[config.mk]
export PLATFORM = sky130hd
export DESIGN_NAME = uart_rx_param_flat
export DESIGN_NICKNAME = d
export VERILOG_FILES = /design/src/rtl/uart_rx_param_if.sv /design/src/rtl/uart_rx_param.sv /design/src/flat_wrapper.sv
export SDC_FILE = /design/constraint.sdc
export NUM_CORES = 1
export LEC_CHECK = 0
export BUFFER_PORTS_ARGS = -buffer_cell sky130_fd_sc_hd__buf_2
export CAP_MARGIN = 30
export CELL_PAD_IN_SITES_DETAIL_PLACEMENT = 2
export CELL_PAD_IN_SITES_GLOBAL_PLACEMENT = 2
export CORE_ASPECT_RATIO = 0.75
export CORE_MARGIN = 5
export CORE_UTILIZATION = 25
export CTS_CLUSTER_SIZE = 28
export DETAILED_ROUTE_END_ITERATION = 6
export GPL_TIMING_DRIVEN = 0
export PLACE_DENSITY_LB_ADDON = 0.2
export SLEW_MARGIN = 20
export SYNTH_ARGS = -nofsm -noshare
export SYNTH_HDL_FRONTEND = slang
export SYNTH_SLANG_ARGS = --single-unit
[constraint.sdc]
create_clock -name clk_rx -period 3.11 [get_ports clk_rx]
set_input_delay 0.311 -clock clk_rx [delete_from_list [all_inputs] [get_ports clk_rx]]
set_output_delay 0.311 -clock clk_rx [all_outputs]
set_load 0.01 [all_outputs]
[src/rtl/uart_rx_param_if.sv]
// Receive-FIFO side of uart_rx_param: head entry, occupancy and pop strobe.
// With UART_RX_PARITY_EN defined the head entry also carries its parity-error tag.
interface uart_rx_param_if #(
    parameter int DATA_BITS = 8,
    parameter int FIFO_AW   = 4
);
    logic [DATA_BITS-1:0] rx_data;
    logic                 rx_frm_err;
    logic                 rx_data_rdy;
    logic [FIFO_AW:0]     fifo_count;
    logic                 read_en;
`ifdef UART_RX_PARITY_EN
    logic                 rx_par_err;
`endif

    modport master (
        output rx_data, rx_frm_err, rx_data_rdy, fifo_count,
`ifdef UART_RX_PARITY_EN
        output rx_par_err,
`endif
        input  read_en
    );

    modport slave (
        input  rx_data, rx_frm_err, rx_data_rdy, fifo_count,
`ifdef UART_RX_PARITY_EN
        input  rx_par_err,
`endif
        output read_en
    );
endinterface

[src/rtl/uart_rx_param.sv]
// Parametrised UART receiver: RXD synchroniser, x16 tick generator, frame FSM and FWFT FIFO.
// Optional parity checking is compiled in with the UART_RX_PARITY_EN macro.
module uart_rx_param #(
    parameter int DATA_BITS   = 8,
    parameter int STOP_BITS   = 1,
    parameter int FIFO_AW     = 4,
    parameter int PARITY_ODD  = 0,
    parameter int SYNC_STAGES = 2
) (
    input  logic        clk_rx,
    input  logic        rst_clk_rx,
    input  logic        rxd_i,
    input  logic [15:0] baud_div,
    input  logic        clr_err,
    uart_rx_param_if.master rx_if,
    output logic        rxd_clk_rx,
    output logic        lost_data,
    output logic        break_det,
    output logic        rx_busy
`ifdef UART_RX_PARITY_EN
    ,
    output logic        par_err_sticky
`endif
);

`ifdef UART_RX_PARITY_EN
    localparam int PAR_W = 1;
`else
    localparam int PAR_W = 0;
`endif
    localparam int               ENT_W   = DATA_BITS + 1 + PAR_W;
    localparam int               DEPTH_I = 2 ** FIFO_AW;
    localparam logic [FIFO_AW:0] DEPTH   = (FIFO_AW+1)'(DEPTH_I);

    typedef enum logic [2:0] {
        S_IDLE,
        S_START,
        S_DATA,
`ifdef UART_RX_PARITY_EN
        S_PARITY,
`endif
        S_STOP,
        S_BREAK_WAIT
    } state_t;

    logic [SYNC_STAGES-1:0] sync_q, sync_d;
    logic                   rxd_prev_q, rxd_prev_d;
    logic [15:0]            div_q, div_d;
    logic [15:0]            tick_cnt_q, tick_cnt_d;
    state_t                 state_q, state_d;
    logic [3:0]             smp_cnt_q, smp_cnt_d;
    logic [3:0]             bit_cnt_q, bit_cnt_d;
    logic [DATA_BITS-1:0]   shift_q, shift_d;
    logic                   frm_err_q, frm_err_d;
    logic                   wr_q, wr_d;
    logic [ENT_W-1:0]       wr_ent_q, wr_ent_d;
    logic                   break_q, break_d;
    logic [FIFO_AW-1:0]     wptr_q, wptr_d;
    logic [FIFO_AW-1:0]     rptr_q, rptr_d;
    logic [FIFO_AW:0]       count_q, count_d;
    logic                   rdy_q, rdy_d;
    logic                   lost_q, lost_d;
`ifdef UART_RX_PARITY_EN
    logic                   par_err_q, par_err_d;
    logic                   par_sticky_q, par_sticky_d;
`endif

    logic                   rxd_s, tick, mid, ferr;
    logic                   pop, accept, overrun;
    logic [ENT_W-1:0]       mem_q [DEPTH_I];
    logic [ENT_W-1:0]       head;

    assign rxd_s = sync_q[SYNC_STAGES-1];

    always_comb begin
        sync_d     = {sync_q[SYNC_STAGES-2:0], rxd_i};
        rxd_prev_d = rxd_s;

        // Wrap on >= as well so a smaller divisor latched mid-count cannot run away.
        tick       = (tick_cnt_q == div_q);
        tick_cnt_d = (tick_cnt_q >= div_q) ? 16'd0 : tick_cnt_q + 16'd1;
        mid        = tick && (smp_cnt_q == 4'd7);

        div_d     = div_q;
        state_d   = state_q;
        smp_cnt_d = tick ? smp_cnt_q + 4'd1 : smp_cnt_q;
        bit_cnt_d = bit_cnt_q;
        shift_d   = shift_q;
        frm_err_d = frm_err_q;
        ferr      = frm_err_q | ~rxd_s;
        wr_d      = 1'b0;
        wr_ent_d  = wr_ent_q;
        break_d   = 1'b0;
`ifdef UART_RX_PARITY_EN
        par_err_d = par_err_q;
`endif

        unique case (state_q)
            S_IDLE: begin
                div_d = baud_div;
                if (rxd_prev_q && !rxd_s) begin
                    state_d   = S_START;
                    smp_cnt_d = 4'd0;
                end
            end
            S_START: begin
                if (mid) begin
                    if (rxd_s) begin
                        state_d = S_IDLE;
                    end else begin
                        state_d   = S_DATA;
                        bit_cnt_d = 4'd0;
                        frm_err_d = 1'b0;
`ifdef UART_RX_PARITY_EN
                        par_err_d = 1'b0;
`endif
                    end
                end
            end
            S_DATA: begin
                if (mid) begin
                    shift_d = {rxd_s, shift_q[DATA_BITS-1:1]};
                    if (bit_cnt_q == 4'(DATA_BITS-1)) begin
                        bit_cnt_d = 4'd0;
`ifdef UART_RX_PARITY_EN
                        state_d   = S_PARITY;
`else
                        state_d   = S_STOP;
`endif
                    end else begin
                        bit_cnt_d = bit_cnt_q + 4'd1;
                    end
                end
            end
`ifdef UART_RX_PARITY_EN
            S_PARITY: begin
                if (mid) begin
                    par_err_d = ((^shift_q) ^ rxd_s) != (PARITY_ODD != 0);
                    state_d   = S_STOP;
                end
            end
`endif
            S_STOP: begin
                if (mid) begin
                    if (bit_cnt_q != 4'(STOP_BITS-1)) begin
                        frm_err_d = ferr;
                        bit_cnt_d = bit_cnt_q + 4'd1;
                    end else if (shift_q == '0 && !rxd_s) begin
                        break_d = 1'b1;
                        state_d = S_BREAK_WAIT;
                    end else begin
                        // Back to IDLE at mid-stop so an immediately following start bit is seen.
                        wr_d    = 1'b1;
`ifdef UART_RX_PARITY_EN
                        wr_ent_d = {par_err_q, ferr, shift_q};
`else
                        wr_ent_d = {ferr, shift_q};
`endif
                        state_d = S_IDLE;
                    end
                end
            end
            S_BREAK_WAIT: begin
                if (rxd_s) state_d = S_IDLE;
            end
            default: state_d = S_IDLE;
        endcase

        pop     = rx_if.read_en && (count_q != '0);
        accept  = wr_q && ((count_q != DEPTH) || pop);
        overrun = wr_q && (count_q == DEPTH) && !pop;
        wptr_d  = wptr_q + FIFO_AW'(accept);
        rptr_d  = rptr_q + FIFO_AW'(pop);
        count_d = count_q + (FIFO_AW+1)'(accept) - (FIFO_AW+1)'(pop);
        rdy_d   = (count_d != '0);
        lost_d  = overrun | (lost_q & ~clr_err);
`ifdef UART_RX_PARITY_EN
        par_sticky_d = (wr_q & wr_ent_q[ENT_W-1]) | (par_sticky_q & ~clr_err);
`endif
    end

    always_ff @(posedge clk_rx) begin
        if (rst_clk_rx) begin
            sync_q     <= '1;
            rxd_prev_q <= 1'b1;
            div_q      <= 16'd0;
            tick_cnt_q <= 16'd0;
            state_q    <= S_IDLE;
            smp_cnt_q  <= 4'd0;
            bit_cnt_q  <= 4'd0;
            shift_q    <= '0;
            frm_err_q  <= 1'b0;
            wr_q       <= 1'b0;
            wr_ent_q   <= '0;
            break_q    <= 1'b0;
            wptr_q     <= '0;
            rptr_q     <= '0;
            count_q    <= '0;
            rdy_q      <= 1'b0;
            lost_q     <= 1'b0;
`ifdef UART_RX_PARITY_EN
            par_err_q    <= 1'b0;
            par_sticky_q <= 1'b0;
`endif
        end else begin
            sync_q     <= sync_d;
            rxd_prev_q <= rxd_prev_d;
            div_q      <= div_d;
            tick_cnt_q <= tick_cnt_d;
            state_q    <= state_d;
            smp_cnt_q  <= smp_cnt_d;
            bit_cnt_q  <= bit_cnt_d;
            shift_q    <= shift_d;
            frm_err_q  <= frm_err_d;
            wr_q       <= wr_d;
            wr_ent_q   <= wr_ent_d;
            break_q    <= break_d;
            wptr_q     <= wptr_d;
            rptr_q     <= rptr_d;
            count_q    <= count_d;
            rdy_q      <= rdy_d;
            lost_q     <= lost_d;
`ifdef UART_RX_PARITY_EN
            par_err_q    <= par_err_d;
            par_sticky_q <= par_sticky_d;
`endif
        end
    end

    // Storage is not reset; the head is masked by rdy_q so stale words never show.
    always_ff @(posedge clk_rx) begin
        if (accept) mem_q[wptr_q] <= wr_ent_q;
    end

    assign head              = mem_q[rptr_q];
    assign rx_if.rx_data     = rdy_q ? head[DATA_BITS-1:0] : '0;
    assign rx_if.rx_frm_err  = rdy_q & head[DATA_BITS];
    assign rx_if.rx_data_rdy = rdy_q;
    assign rx_if.fifo_count  = count_q;
`ifdef UART_RX_PARITY_EN
    assign rx_if.rx_par_err  = rdy_q & head[DATA_BITS+1];
    assign par_err_sticky    = par_sticky_q;
`endif

    assign rxd_clk_rx = rxd_s;
    assign lost_data  = lost_q;
    assign break_det  = break_q;
    assign rx_busy    = (state_q != S_IDLE);

endmodule
[src/flat_wrapper.sv]
// flat-port wrapper written by rule: the top's interface ports become plain ports
module uart_rx_param_flat 
#(
    parameter int DATA_BITS   = 8,
    parameter int STOP_BITS   = 1,
    parameter int FIFO_AW     = 4,
    parameter int PARITY_ODD  = 0,
    parameter int SYNC_STAGES = 2
)
  (clk_rx, rst_clk_rx, rxd_i, baud_div, clr_err, rxd_clk_rx, lost_data, break_det, rx_busy, rx_if_rx_data, rx_if_rx_frm_err, rx_if_rx_data_rdy, rx_if_fifo_count, rx_if_read_en);
  uart_rx_param_if #(.DATA_BITS(DATA_BITS), .FIFO_AW(FIFO_AW)) rx_if_i ();
  input  logic clk_rx;
  input  logic rst_clk_rx;
  input  logic rxd_i;
  input  logic [15:0] baud_div;
  input  logic clr_err;
  output logic rxd_clk_rx;
  output logic lost_data;
  output logic break_det;
  output logic rx_busy;
  output wire logic [$bits(rx_if_i.rx_data)-1:0] rx_if_rx_data;
  output wire logic [$bits(rx_if_i.rx_frm_err)-1:0] rx_if_rx_frm_err;
  output wire logic [$bits(rx_if_i.rx_data_rdy)-1:0] rx_if_rx_data_rdy;
  output wire logic [$bits(rx_if_i.fifo_count)-1:0] rx_if_fifo_count;
  input wire logic [$bits(rx_if_i.read_en)-1:0] rx_if_read_en;
  assign rx_if_rx_data = rx_if_i.rx_data;
  assign rx_if_rx_frm_err = rx_if_i.rx_frm_err;
  assign rx_if_rx_data_rdy = rx_if_i.rx_data_rdy;
  assign rx_if_fifo_count = rx_if_i.fifo_count;
  assign rx_if_i.read_en = rx_if_read_en;
  uart_rx_param #(.DATA_BITS(DATA_BITS), .STOP_BITS(STOP_BITS), .FIFO_AW(FIFO_AW), .PARITY_ODD(PARITY_ODD), .SYNC_STAGES(SYNC_STAGES)) u_core (.clk_rx(clk_rx), .rst_clk_rx(rst_clk_rx), .rxd_i(rxd_i), .baud_div(baud_div), .clr_err(clr_err), .rx_if(rx_if_i), .rxd_clk_rx(rxd_clk_rx), .lost_data(lost_data), .break_det(break_det), .rx_busy(rx_busy));
endmodule
==> results of run 1 <==
## metal layers
metal  vias up  GRT usage
li1       2794          -
met1      3164      0.173
met2        81      0.204
met3        41     0.0164
met4         0     0.0300
met5         -          0
## layout make-up
| type | count | area [um^2] | share of cell area |
|---|---|---|---|
| Tap cell | 512 | 641 | 0.0554 |
| Inverter | 32 | 120 | 0.0104 |
| Buffer | 34 | 183 | 0.0158 |
| Clock buffer | 30 | 687 | 0.0594 |
| Timing Repair Buffer | 53 | 310 | 0.0268 |
| Clock inverter | 18 | 279 | 0.0241 |
| Sequential cell | 225 | 5950 | 0.514 |
| Multi-Input combinational cell | 403 | 3400 | 0.294 |
## logic make-up after synthesis
family	after synthesis	share of synthesized area
mux	72	0.122
xor+xnor	23	0.0210
simple gates	204	0.118
flops	225	0.620
compound gates	73	0.0480
buf+inv	66	0.0301
fa+ha+maj	31	0.0412
## power groups by stage
stage	clock [uW]	combinational [uW]	sequential, uW
floorplan	0	1070	3390
global placement	0	1530	3410
detailed placement	0	1610	3420
CTS	3530	1640	3360
global route	3650	1770	3370
finish	3410	1610	3360
## per-stage QoR
stage / utilization / total power [uW] / setup TNS (ns) / instance area, um^2
6_report: 0.304 / 8380 / 0 / 11600
5_1_grt: 0.304 / 8790 / 0 / 11600
4_1_cts: 0.302 / 8520 / 0 / 11500
3_5_place_dp: 0.275 / 5020 / 0 / 10500
3_3_place_gp: 0.274 / 4940 / -3.13 / 10400
2_1_floorplan: - / 4460 / 0 / 9600
## cell usage after synthesis (19+ instances only)
| cell type | count |
|---|---|
| sky130_fd_sc_hd__ha_1 | 30 |
| sky130_fd_sc_hd__inv_1 | 31 |
| sky130_fd_sc_hd__clkbuf_1 | 21 |
| sky130_fd_sc_hd__edfxtp_1 | 144 |
| sky130_fd_sc_hd__dfxtp_1 | 81 |
| sky130_fd_sc_hd__xnor2_1 | 19 |
| sky130_fd_sc_hd__a21oi_1 | 32 |
| sky130_fd_sc_hd__nor4_1 | 20 |
| sky130_fd_sc_hd__mux4_2 | 36 |
| sky130_fd_sc_hd__nand2_1 | 47 |
| sky130_fd_sc_hd__nor2_1 | 33 |
| sky130_fd_sc_hd__nand2b_1 | 24 |
| sky130_fd_sc_hd__mux2i_1 | 35 |
## worst paths after layout
kind                                               from                             endpoint
setup reg to reg  u_core.rx_if.fifo_count[3]$_SDFF_PP0_  u_core.rx_if.rx_data_rdy$_SDFF_PP0_
hold / removal                              baud_div[6]         u_core.div_q[6]$_SDFFE_PP0P_
setup / recovery  u_core.rx_if.fifo_count[3]$_SDFF_PP0_  u_core.rx_if.rx_data_rdy$_SDFF_PP0_
hold reg to reg             u_core.sync_q[0]$_SDFF_PP1_          u_core.sync_q[1]$_SDFF_PP1_
## worst min-delay path, cell delays in order
cell,delay (ns)
sky130_fd_sc_hd__buf_2,0.10
sky130_fd_sc_hd__nand2_1,0.05
sky130_fd_sc_hd__a21oi_1,0.05
## flip-flops by register name, summed over array words and instances (netlist names), 5 cells and up
register	flops
u_core.wr_ent_q	9
u_core.rx_if.fifo_count	5
u_core.tick_cnt_q	16
u_core.div_q	16
u_core.shift_q	8
u_core.mem_q	144
## cell usage in the layout, fill, tap and decap left out, types with 3 or more instances in the layout
cell type	netlist	final
sky130_fd_sc_hd__a21oi_1	32	32
sky130_fd_sc_hd__and3_1	4	4
sky130_fd_sc_hd__buf_2	6	43
sky130_fd_sc_hd__buf_4	1	14
sky130_fd_sc_hd__bufinv_16	0	7
sky130_fd_sc_hd__clkbuf_1	21	20
sky130_fd_sc_hd__clkbuf_16	0	27
sky130_fd_sc_hd__clkbuf_2	0	4
sky130_fd_sc_hd__clkbuf_8	3	3
sky130_fd_sc_hd__clkinv_1	1	4
sky130_fd_sc_hd__clkinvlp_4	0	4
sky130_fd_sc_hd__dfxtp_1	81	81
sky130_fd_sc_hd__dlygate4sd3_1	0	4
sky130_fd_sc_hd__edfxtp_1	144	144
sky130_fd_sc_hd__ha_1	30	30
sky130_fd_sc_hd__inv_1	31	31
sky130_fd_sc_hd__mux2i_1	35	35
sky130_fd_sc_hd__mux4_2	36	36
sky130_fd_sc_hd__nand2_1	47	47
sky130_fd_sc_hd__nand2b_1	24	24
sky130_fd_sc_hd__nand3_1	12	12
sky130_fd_sc_hd__nand3b_1	3	3
sky130_fd_sc_hd__nand4_1	10	10
sky130_fd_sc_hd__nor2_1	33	33
sky130_fd_sc_hd__nor2b_1	8	8
sky130_fd_sc_hd__nor3_1	12	8
sky130_fd_sc_hd__nor3_2	1	4
sky130_fd_sc_hd__nor4_1	20	20
sky130_fd_sc_hd__o21ai_0	5	5
sky130_fd_sc_hd__o22ai_1	11	11
sky130_fd_sc_hd__or2_2	3	3
sky130_fd_sc_hd__or4_1	3	3
sky130_fd_sc_hd__xnor2_1	19	19
sky130_fd_sc_hd__xor2_1	4	4
## what timing repair did
action                                  4_1_cts  5_1_grt
pin swaps                                     1        1
hold buffers                                  4        0
cloned                                        0        0
endpoints found under the setup margin       10        4
hold endpoints to repair                      4        0
gates resized for setup                       7        5
==> metrics.txt, run 1 <==
outcome finished clean; top flip-flop cell by instance count after synthesis sky130_fd_sc_hd__edfxtp_1; worst slack on hold paths 0.0275 ns; Post-Route WL 26700 um; number of inserted diodes 0; number of max-slew violations in the final report 0; syn_area_per_cell 13.8 um^2; Worst Path Arrival 3.36 ns; Sink Count 225; final hold vios 0; residual overflow from global routing 0; fraction of power spent switching nets 0.273; DRC errors left 0; Worst Setup Slack, final 0.140 ns; height of the chip 180 um; dpl ws 0.0284 ns; type of element launching the critical path register; Seq pwr share 0.401; standard cell with the maximum stage delay on the critical path sky130_fd_sc_hd__fa_1; maximum number of pins on one net before global-route repair 18; Synth cell types 66; largest stage delay on the critical path 0.43 ns; number of instances in the synthesized netlist 694; count of yosys warnings during synthesis 0; via count of the first global-routing pass 6722; Seq/Total Area, Yosys 0.620; post-synthesis async set-or-reset flop share 0; cell internal pwr 6090 uW; Layout Nets 828; FF+latch count, synth 225; final antenna-violating net count 0; Clock Skew 0.00687 ns; Area growth syn-to-layout 20.5%; type of the most critical hold path in2reg; placer's final routability congestion estimate 0.767; path depth of the worst reg2reg path 12; root cell of the clock tree sky130_fd_sc_hd__clkbuf_16; power density relative to cell area 724 mW/mm^2; maximum fanout count along the critical path 3; overall die area 0.0424 mm^2; data required time of the critical path 3.50 ns; P_leak 0.00422 uW; endpoints failing setup 0; Worst Path Buf+Inv 2; chain of cells forming the critical path inv_1, ha_1, or3b_4, o21a_4, ha_1, inv_1, ha_1, fa_1, a21oi_1, o21bai_1, xnor2_1, a41oi_1; filler-free cell count of the finished design 1307; wire length on met3 1010 um; kind of end point of the critical path register; M1 WL 12400 um; starting density of the core 0.252; half-perimeter wire length of the detailed placement result 19000 um; Max H-tree Level 1; most common cell type on the critical path sky130_fd_sc_hd__ha_1; Crit Path Class reg2reg; first-pass GRT wire length 41000 um; Port Buffers 39; VDD IR max 0.000352 V; share of layout cells above drive strength 1 0.204; amount of wire on met2 after detailed routing 12600 um; filler instances 3977; placed cell count 1249; IO Count 40; number of flops mapped to enable cells by yosys 144; crit path time final 2.97 ns; period utilization 0.955; highest routed layer met4; clock network fraction of total power 0.407; Yosys top cell area share 0.451; Die Span X 236 um; MaxCap Viol Count 0; worst slew slack as a fraction of its limit 0.351; cell area after synthesis 0.00960 mm^2; initial antenna violation count 0; Syn Nets 746; per-cell via count in the routed design 4.65; timing-limited maximum frequency 0.337 GHz; CTS Buffer Depth 3; area of the placeable core 0.0381 mm^2; CTS tree done; top cells by area in the synthesized netlist sky130_fd_sc_hd__edfxtp_1 45%, sky130_fd_sc_hd__dfxtp_1 17%, sky130_fd_sc_hd__mux4_2 8.4%, sky130_fd_sc_hd__ha_1 3.9%, sky130_fd_sc_hd__mux2i_1 3.7%; Worst path top cell family by delay adder cells; clock-pin slew of the registers on the worst-case setup and hold paths 0.06 ns; num rows 62; total global-route track usage 0.123; number of cells traversed by the worst hold path 3; drt wl/cell 20.4 um; Clock Latency Late Sink 0.53 ns; transition time at the pin with the least slew margin 0.970 ns; most area-hungry cell type in the Yosys netlist sky130_fd_sc_hd__edfxtp_1; proportion of power drawn by combinational gates 0.192; unrepaired setup endpoints after global routing no; switching power summed over all nets 2290 uW; DR iter-0 viols 292; via total after detailed routing 6080; CTS buffer count 27; number of optimization iterations in the first detailed-route pass 4; instance count on the critical path 12; register-to-register setup slack 0.14 ns; Setup Fix Bufs, Post-CTS 0
Note: power is estimated with default switching activity, not from simulation.
==> run 2, diff against run 1 <==
--- a/config.mk
+++ b/config.mk
@@ -17,5 +17,5 @@
 export GPL_TIMING_DRIVEN = 0
 export PLACE_DENSITY_LB_ADDON = 0.2
-export SLEW_MARGIN = 20
+export REMOVE_ABC_BUFFERS = 1
 export SYNTH_ARGS = -nofsm -noshare
 export SYNTH_HDL_FRONTEND = slang
==> constraint.sdc (replaced) <==
create_clock -name clk_rx -period 3.11 [get_ports clk_rx]
set_input_delay 0.1555 -clock clk_rx [delete_from_list [all_inputs] [get_ports clk_rx]]
set_output_delay 0.1555 -clock clk_rx [all_outputs]
set_load 0.01 [all_outputs]
==> metrics.txt, run 2 (synthesized netlist as in run 1, its figures left out) <==
share of layout cells above drive strength 1 0.192; num rows 62; crit path time final 2.94 ns; transition time at the pin with the least slew margin 0.937 ns; Post-Route WL 24000 um; worst slew slack as a fraction of its limit 0.373; Crit Path Class reg2reg; maximum fanout count along the critical path 3; total global-route track usage 0.112; per-cell via count in the routed design 4.56; CTS Buffer Depth 3; VDD IR max 0.000372 V; number of cells traversed by the worst hold path 2; most flop-heavy register u_core.mem_q; most frequent standard cell in the layout excluding fill and tap cells sky130_fd_sc_hd__edfxtp_1; Worst Path Arrival 3.34 ns; MaxCap Viol Count 0; Layout Nets 816; drt wl/cell 18.6 um; IO Count 40; initial antenna violation count 1; via count of the first global-routing pass 6474; Clock Skew 0.0169 ns; DRC errors left 0; Clock Latency Late Sink 0.54 ns; number of optimization iterations in the first detailed-route pass 4; maximum number of pins on one net before global-route repair 38; Sink Count 225; final hold vios 0; via total after detailed routing 5891; placer's final routability congestion estimate 0.744; number of inserted diodes 0; endpoints failing setup 0; power density relative to cell area 672 mW/mm^2; period utilization 0.947; Sequential cell area 0.00595 mm^2; starting density of the core 0.252; Area growth syn-to-layout 19.2%; root cell of the clock tree sky130_fd_sc_hd__clkbuf_16; data required time of the critical path 3.51 ns; area of the placeable core 0.0381 mm^2; registers with the most flip-flops u_core.mem_q x144, u_core.div_q x16, u_core.tick_cnt_q x16; post-route setup TNS 0 ns; multi-input gate area in the final layout 0.00341 mm^2; total power after layout 7700 uW; CTS tree done; residual overflow from global routing 0; type of element launching the critical path register; height of the chip 180 um; clock-pin slew of the registers on the worst-case setup and hold paths 0.06 ns; type of the most critical hold path in2reg; max FFs per register 144; half-perimeter wire length of the detailed placement result 16600 um; P_leak 0.00414 uW; filler instances 3934; overall die area 0.0424 mm^2; first-pass GRT wire length 37800 um; number of max-slew violations in the final report 0; path depth of the worst reg2reg path 12; timing-limited maximum frequency 0.340 GHz; kind of end point of the critical path register; CTS buffer count 26; outcome finished clean; Max H-tree Level 1; Die Span X 236 um; unrepaired setup endpoints after global routing no; final antenna-violating net count 0; DR iter-0 viols 246; most frequent cells in the layout 144 x sky130_fd_sc_hd__edfxtp_1, 79 x sky130_fd_sc_hd__dfxtp_1, 47 x sky130_fd_sc_hd__nand2_1, 39 x sky130_fd_sc_hd__buf_2, 36 x sky130_fd_sc_hd__mux4_2; Port Buffers 39
run 2: per-layer routing:
metal	part of all wire	vias to the layer above	GRT usage
met5	0	-	0
met4	0.017	0	0.0235
met3	0.030	27	0.0227
met2	0.47	64	0.183
met1	0.48	3036	0.154
li1	-	2764	-
run 2: timing repair:
action / 4_1_cts / 5_1_grt
resized for setup: 0 / 3
setup endpoints to repair: 0 / 1
buffers inserted: 0 / 1
hold endpoints to repair: 18 / 0
hold buffers: 19 / 0
run 2: path summary, 6_finish.rpt:
path	start	end	slack (ns)
worst max-delay path	u_core.rx_if.fifo_count[2]$_SDFF_PP0_	u_core.rx_if.rx_data_rdy$_SDFF_PP0_	0.17
worst min-delay path	rst_clk_rx	u_core.wptr_q[3]$_SDFF_PP0_	0.13
worst max register to register	u_core.rx_if.fifo_count[2]$_SDFF_PP0_	u_core.rx_if.rx_data_rdy$_SDFF_PP0_	0.17
worst min register to register	u_core.sync_q[0]$_SDFF_PP1_	u_core.sync_q[1]$_SDFF_PP1_	0.42
run 2: stage by stage:
stage	setup WS (ns)	cell area [um^2]	hold WS, ns	cells	util
global route	0.0218	11400	0.169	1292	0.300
detailed placement	0.0666	10500	0.345	1228	0.275
global placement	-0.784	10300	0.338	1211	0.269
finish	0.166	11400	0.131	1292	0.300
floorplan	0.382	9430	0.225	660	-
CTS	0.0592	11400	0.122	1291	0.300
run 2: critical path: stages (launching register included):
cell,delay [ns]
sky130_fd_sc_hd__dfxtp_1,0.33
sky130_fd_sc_hd__inv_1,0.09
sky130_fd_sc_hd__ha_1,0.14
sky130_fd_sc_hd__or3b_2,0.49
sky130_fd_sc_hd__o21a_1,0.25
sky130_fd_sc_hd__ha_1,0.28
sky130_fd_sc_hd__inv_1,0.04
sky130_fd_sc_hd__ha_1,0.20
sky130_fd_sc_hd__fa_2,0.37
sky130_fd_sc_hd__a21oi_1,0.17
sky130_fd_sc_hd__o21bai_1,0.11
sky130_fd_sc_hd__xnor2_2,0.19
sky130_fd_sc_hd__a41oi_2,0.15
run 2: final cells by class:
| class | count | share of cell area |
|---|---|---|
| Clock inverter | 12 | 0.00612 |
| Sequential cell | 225 | 0.520 |
| Timing Repair Buffer | 76 | 0.0510 |
| Multi-Input combinational cell | 403 | 0.298 |
| Clock buffer | 32 | 0.0588 |
| Inverter | 32 | 0.0105 |
| Tap cell | 512 | 0.0560 |
run 2: power breakdown:
part           leakage, uW  switching, uW  total, uW  internal (uW)
Combinational      0.00155            775       1440            668
Clock             0.000360           1220       2750           1530
Sequential         0.00223            249       3510           3260
Total              0.00414           2240       7700           5450
